--- config.mk ---
export PLATFORM = sky130hd
export DESIGN_NAME = nand_share_arbiter
export DESIGN_NICKNAME = d
export VERILOG_FILES = /design/src/rtl/nand_share_arbiter.sv
export SDC_FILE = /design/constraint.sdc
export NUM_CORES = 1
export LEC_CHECK = 0
export CAP_MARGIN = 20
export CORE_MARGIN = 2
export CORE_UTILIZATION = 37
export DETAILED_ROUTE_END_ITERATION = 16
export GPL_TIMING_DRIVEN = 0
export PLACE_DENSITY = 0.81
export SLEW_MARGIN = 40
export SYNTH_ARGS = -nofsm -noshare
export SYNTH_HDL_FRONTEND = slang
export SYNTH_SLANG_ARGS = --single-unit
--- constraint.sdc ---
create_clock -name clk -period 1.5 [get_ports clk]
set_input_delay 0.3 -clock clk [delete_from_list [all_inputs] [get_ports clk]]
set_output_delay 0.3 -clock clk [all_outputs]
set_load 0.02 [all_outputs]
--- src/rtl/nand_share_arbiter.sv ---
// nand_share_arbiter: four requesters share one multi-cycle NAND unit.
// The default build uses round-robin arbitration. Defining
// NAND_ARB_FIXED_PRIORITY_EN selects fixed priority instead (req[0] highest,
// no rotating pointer).
module nand_share_arbiter #(
    parameter int unsigned WIDTH   = 16,
    parameter int unsigned LATENCY = 2
) (
    input  logic                 clk,
    input  logic                 reset,
    input  logic [3:0]           req,
    input  logic [4*WIDTH-1:0]   a_in,
    input  logic [4*WIDTH-1:0]   b_in,
    output logic [3:0]           grant,
    output logic                 valid,
    output logic [WIDTH-1:0]     y_out,
    output logic                 busy
);

    localparam int unsigned NREQ  = 4;
    localparam int unsigned IDX_W = 2;
    localparam int unsigned CNT_W = 4;

    typedef enum logic [1:0] {
        S_IDLE = 2'd0,
        S_EXEC = 2'd1,
        S_DONE = 2'd2
    } state_e;

    state_e             state_q, state_d;
    logic [CNT_W-1:0]   cnt_q, cnt_d;
    logic [WIDTH-1:0]   a_q, a_d;
    logic [WIDTH-1:0]   b_q, b_d;
    logic [NREQ-1:0]    grant_q, grant_d;
    logic               valid_q, valid_d;
    logic [WIDTH-1:0]   y_q, y_d;
    logic               busy_q, busy_d;
`ifndef NAND_ARB_FIXED_PRIORITY_EN
    logic [IDX_W-1:0]   ptr_q, ptr_d;
    logic [IDX_W-1:0]   win_q, win_d;
`endif

    logic               win_found_c;
    logic [IDX_W-1:0]   win_idx_c;
    logic [WIDTH-1:0]   a_sel_c;
    logic [WIDTH-1:0]   b_sel_c;

    // Winner search; descending scan so the lowest-ranked candidate is written last.
    always_comb begin
        win_found_c = 1'b0;
        win_idx_c   = '0;
`ifdef NAND_ARB_FIXED_PRIORITY_EN
        for (int i = 3; i >= 0; i--) begin
            if (req[i]) begin
                win_found_c = 1'b1;
                win_idx_c   = IDX_W'(i);
            end
        end
`else
        for (int i = 3; i >= 0; i--) begin
            if (req[IDX_W'(ptr_q + IDX_W'(i))]) begin
                win_found_c = 1'b1;
                win_idx_c   = IDX_W'(ptr_q + IDX_W'(i));
            end
        end
`endif
    end

    // Operand slice of the current winner.
    always_comb begin
        a_sel_c = '0;
        b_sel_c = '0;
        for (int i = 0; i < 4; i++) begin
            if (win_idx_c == IDX_W'(i)) begin
                a_sel_c = a_in[i*WIDTH +: WIDTH];
                b_sel_c = b_in[i*WIDTH +: WIDTH];
            end
        end
    end

    // Next-state and registered-output logic.
    always_comb begin
        state_d = state_q;
        cnt_d   = cnt_q;
        a_d     = a_q;
        b_d     = b_q;
        grant_d = grant_q;
        valid_d = 1'b0;
        y_d     = y_q;
`ifndef NAND_ARB_FIXED_PRIORITY_EN
        ptr_d   = ptr_q;
        win_d   = win_q;
`endif
        case (state_q)
            S_IDLE: begin
                grant_d = '0;
                if (win_found_c) begin
                    state_d = S_EXEC;
                    a_d     = a_sel_c;
                    b_d     = b_sel_c;
                    grant_d = NREQ'(1) << win_idx_c;
                    cnt_d   = CNT_W'(LATENCY - 1);
`ifndef NAND_ARB_FIXED_PRIORITY_EN
                    win_d   = win_idx_c;
`endif
                end
            end
            S_EXEC: begin
                if (cnt_q == '0) begin
                    state_d = S_DONE;
                    valid_d = 1'b1;
                    y_d     = ~(a_q & b_q);
                end else begin
                    cnt_d = cnt_q - CNT_W'(1);
                end
            end
            S_DONE: begin
                state_d = S_IDLE;
                grant_d = '0;
`ifndef NAND_ARB_FIXED_PRIORITY_EN
                ptr_d   = win_q + IDX_W'(1);
`endif
            end
            default: begin
                state_d = S_IDLE;
                grant_d = '0;
            end
        endcase
        busy_d = (state_d != S_IDLE);
    end

    // State and output registers with synchronous reset.
    always_ff @(posedge clk) begin
        if (reset) begin
            state_q <= S_IDLE;
            cnt_q   <= '0;
            a_q     <= '0;
            b_q     <= '0;
            grant_q <= '0;
            valid_q <= 1'b0;
            y_q     <= '0;
            busy_q  <= 1'b0;
`ifndef NAND_ARB_FIXED_PRIORITY_EN
            ptr_q   <= '0;
            win_q   <= '0;
`endif
        end else begin
            state_q <= state_d;
            cnt_q   <= cnt_d;
            a_q     <= a_d;
            b_q     <= b_d;
            grant_q <= grant_d;
            valid_q <= valid_d;
            y_q     <= y_d;
            busy_q  <= busy_d;
`ifndef NAND_ARB_FIXED_PRIORITY_EN
            ptr_q   <= ptr_d;
            win_q   <= win_d;
`endif
        end
    end

    assign grant = grant_q;
    assign valid = valid_q;
    assign y_out = y_q;
    assign busy  = busy_q;

endmodule

==> key figures <==
Synth
  – Netlist cell types: 59
  – Post-Synth Simple-Gate Area: between 10% and 20%
  – Asr flop ratio synth: 0%
  – Avg Inst Size Synth: 9.16 um2
  – Area of the mapped netlist: approximately 0.0032 mm2
  – Ys Warns: 0
  – Sequential-to-total area share from yosys stat: between 40% and 50%
  – Yosys reg bits: 64
  – Post-synth EDFFs: 0
  – Compound-Gate Fraction of Synth Area: between 30% and 40%
  – Prevailing post-synth register cell: dfxtp_1
  – Xor/xnor share of the synthesized area: less than 1%
  – Mux share of post-synthesis cell area: less than 1%
  – Synthesized Nets: between 400 and 500
  – Post-Synth Adder-Cell Area: less than 1%
  – Syn Inst Count: 347
  – Largest family of logic cells by synthesized area: compound AO/OA/AOI/OAI gates

Setup path
  – Worst EP arrival: roughly 1.9 ns
  – Delay-heaviest family, CP: simple AND/OR/NAND/NOR gates
  – Slowest-stage cell, CP: dfxtp_2
  – Worst Path Buf+Inv: 2
  – CP max FO: 8
  – RR Startpoint: ptr_q[1]
  – CP Data Required Time: about 1.8 ns
  – Reg2reg path depth: 7
  – Worst path max stage delay: about 0.35 ns
  – Crit. End Element: register
  – RR Endpoint: b_q[5]
  – Worst reg2reg setup slack: -0.12 ns
  – Critical-path cell list: buf_8 -> mux2i_2 -> nor2_2 -> nor3_4 -> buf_4 -> nand3_2 -> a311oi_2
  – Crit Path Category: reg2reg
  – Worst setup SP type: register

Placement
  – Gpl congestion: 0.814
  – Pre-CTS setup slack: -0.723 ns
  – Port buffer count: between 150 and 200
  – Post-Place Cells: 604
  – HPWL after DPL: between 8000 and 9000 um

Drt
  – Wire per inst: 20.8 um
  – DRT Pass-1 Iters: 4
  – Starting DRT DRC Count: around 170
  – Vias/cell: about 5.7
  – Antenna-violating nets left: 0
  – Via count: about 3800
  – Residual DRC: 0
  – Final wirelength: ~14000 um

Pwr
  – Logic gate share of total power: a little over half
  – Pwr dens: approximately 1300 mW/mm2
  – P_sw: ~3.2 mW
  – Lkg Pwr: 2.33 nW
  – Internal power: roughly 5.1 mW
  – Clk pwr share: between 10% and 20%
  – Switching Fraction: between 30% and 40%
  – Worst vdd ir: 0.000693 V
  – Reg power frac: 31.0%

Min path
  – Hold Path Sink: a_q[10]
  – Hold Crit Class: reg2reg
  – Hold Path Depth: 2
  – Hold Path Origin: a_q[10]

Floorplan
  – Die ar.: around 0.0093 mm2
  – FP Rows: 33
  – Area of the core: around 0.0083 mm2
  – Initial core utilization: about two fifths
  – Die Y: approximately 97 um
  – Die width: 96.7 um
  – Number of I/O pins: 156

Clocking
  – Hold buffer count at cts: 0
  – CTS tree: yes
  – Clock buffer count from CTS: 9
  – Clock Pin Slew Worst Setup and Hold Paths: ~0.080 ns
  – H-tree lvl count: 3
  – Worst skew pair latency: about 0.34 ns
  – Root buf cell: clkbuf_8
  – Deepest clock path buffer count: 2
  – Sink Count: 64

STA
  – Worst setup margin: -0.124 ns
  – Setup violators final: 25
  – Tightest Pin Transition: between 0.6 and 0.7 ns
  – Final worst path period need: around 1.6 ns
  – Hold Fails Final Rpt: 0
  – Unrepaired setup endpoints after global routing: yes
  – Relative slew slack: 54.7%
  – Fmax achieved: between 0.6 and 0.7 GHz
  – Final period util: 108%
  – Layout Skew: 0.0113 ns
  – Slew Viols, Final: 0
  – Setup tns final: -1.21 ns

Run
  – Max-cap violation count: 0

Cells and area
  – Area growth from synthesis to layout: 93.9%
  – Fillers: 593
  – Final core utilization: between 70 and 80%
  – Antenna Cells: 0
  – Non-filler instance count after layout: around 670
  – NumNets Final: around 700
  – Share of layout cells above drive strength 1: between 30% and 40%

Global route
  – Total track usage: approximately 28%
  – Global route total overflow: 0
  – Initial antenna violation count: 0
  – First-pass GRT wire length: slightly above 20000 um
  – Vias in the first global route: just over 4000
  – Largest net degree at the start of global routing: 12

Run status
  – Status: finished, violations left
  – Failing checks: setup timing
-- cells by family after synthesis --
| family | count (synthesis) |
|---|---|
| adders and majority gates | 2 |
| and+or+nand+nor | 100 |
| DFF | 64 |
| xor gates and xnor gates | 3 |
| buffers and inverters | 38 |
| AOI/OAI and AO/OA | 139 |
| muxes | 1 |
-- registers in the layout, summed over array words and instances (netlist names) --
register and flops:
state_q 2, y_out 16, a_q 16, grant 4
win_q 2, busy 1, cnt_q 4, ptr_q 2
b_q 16, valid 1
-- power groups by stage --
stage	clock network, mW	logic, mW	registers (mW)
2_1_floorplan	0	1.67	2.69
3_3_place_gp	0	2.99	2.53
3_5_place_dp	0	3.07	2.55
4_1_cts	1.37	3.77	2.54
5_1_grt	1.44	4.62	2.62
6_report	1.37	4.36	2.58
-- final cells by class --
class | instances | area [um2] | area share, %
Buffer | 29 | 314 | 5.10
Sequential cell | 64 | 1290 | 21.0
Timing Repair Buffer | 206 | 2090 | 33.9
Clock buffer | 11 | 151 | 2.46
Multi-Input combinational cell | 245 | 2120 | 34.4
Tap cell | 105 | 131 | 2.13
Clock inverter | 5 | 31.3 | 0.508
Inverter | 6 | 27.5 | 0.447
-- worst min-delay path, stage by stage (launching register included) --
cell and delay [ns]:
dfxtp_1 0.32, nand2_1 0.05, o21ai_1 0.05
-- stage by stage --
stage	power (mW)	instance area, um2	hold slack [ns]
floorplan	4.36	3190	0.422
global placement	5.52	4840	0.435
detailed placement	5.62	4840	0.439
CTS	7.68	5770	0.449
global route	8.69	6160	0.480
finish	8.31	6160	0.449
-- Yosys cell counts, types with 2 or more instances --
cell	count	area share, %
nand2_1	32	3.8
o21ai_0	7	1.1
nand3_1	8	1.3
clkbuf_1	5	0.59
o221ai_1	20	5.5
a311oi_1	20	5.5
o21ai_1	20	3.1
nor2_1	35	4.1
o221ai_2	6	2.8
or2_2	2	0.39
inv_1	4	0.47
ha_1	2	0.79
buf_4	5	1.2
dfxtp_1	64	40
a211oi_1	3	0.71
buf_6	10	3.5
inv_2	2	0.24
a221oi_1	4	1.1
o22ai_1	26	5.1
xnor2_1	2	0.55
o21a_1	3	0.71
nor2b_1	2	0.39
nor3_1	3	0.47
o211ai_1	3	0.71
a21oi_2	4	1.1
a22oi_1	2	0.47
a31oi_1	3	0.59
nor3_2	2	0.63
o32ai_1	2	0.55
a21oi_1	8	1.3
buf_2	10	1.6
-- layout by cell type, fill, tap and decap left out, drive strengths merged, types with 12 or more instances in the layout --
master / instances
buf: 79
dlygate4sd2: 23
clkbuf: 15
nor2: 38
a311oi: 20
clkdlybuf4s50: 128
o221ai: 27
o21ai: 28
nand2: 32
a21oi: 12
dfxtp: 64
o22ai: 27
-- metal layers --
metal | vias to the layer above | wire length [um] | global-route usage, %
li1 | 1771 | - | -
met1 | 1867 | 5370 | 30.8
met2 | 167 | 7310 | 50.9
met3 | 30 | 837 | 5.78
met4 | 0 | 406 | 11.4
met5 | - | 0 | 0
-- worst max path at each step --
stage             start  endpoint  slack, ns  cells past startpoint
2_1_floorplan    req[0]    a_q[0]      -0.01                      7
3_3_place_gp     req[2]   a_q[14]      -0.70                      7
3_5_place_dp     req[2]   a_q[14]      -0.72                      7
4_1_cts        ptr_q[1]    b_q[4]       -0.1                      7
5_1_grt        ptr_q[0]    b_q[4]      -0.20                      7
6_report       ptr_q[1]    b_q[5]      -0.12                      7
-- what timing repair did --
item	4_1_cts	5_1_grt
setup buffers	35	14
endpoints found under the setup margin	83	51
gates resized for setup	122	60
gates cloned	4	3
pin swaps	42	30
(Power assumes the default switching activity.)
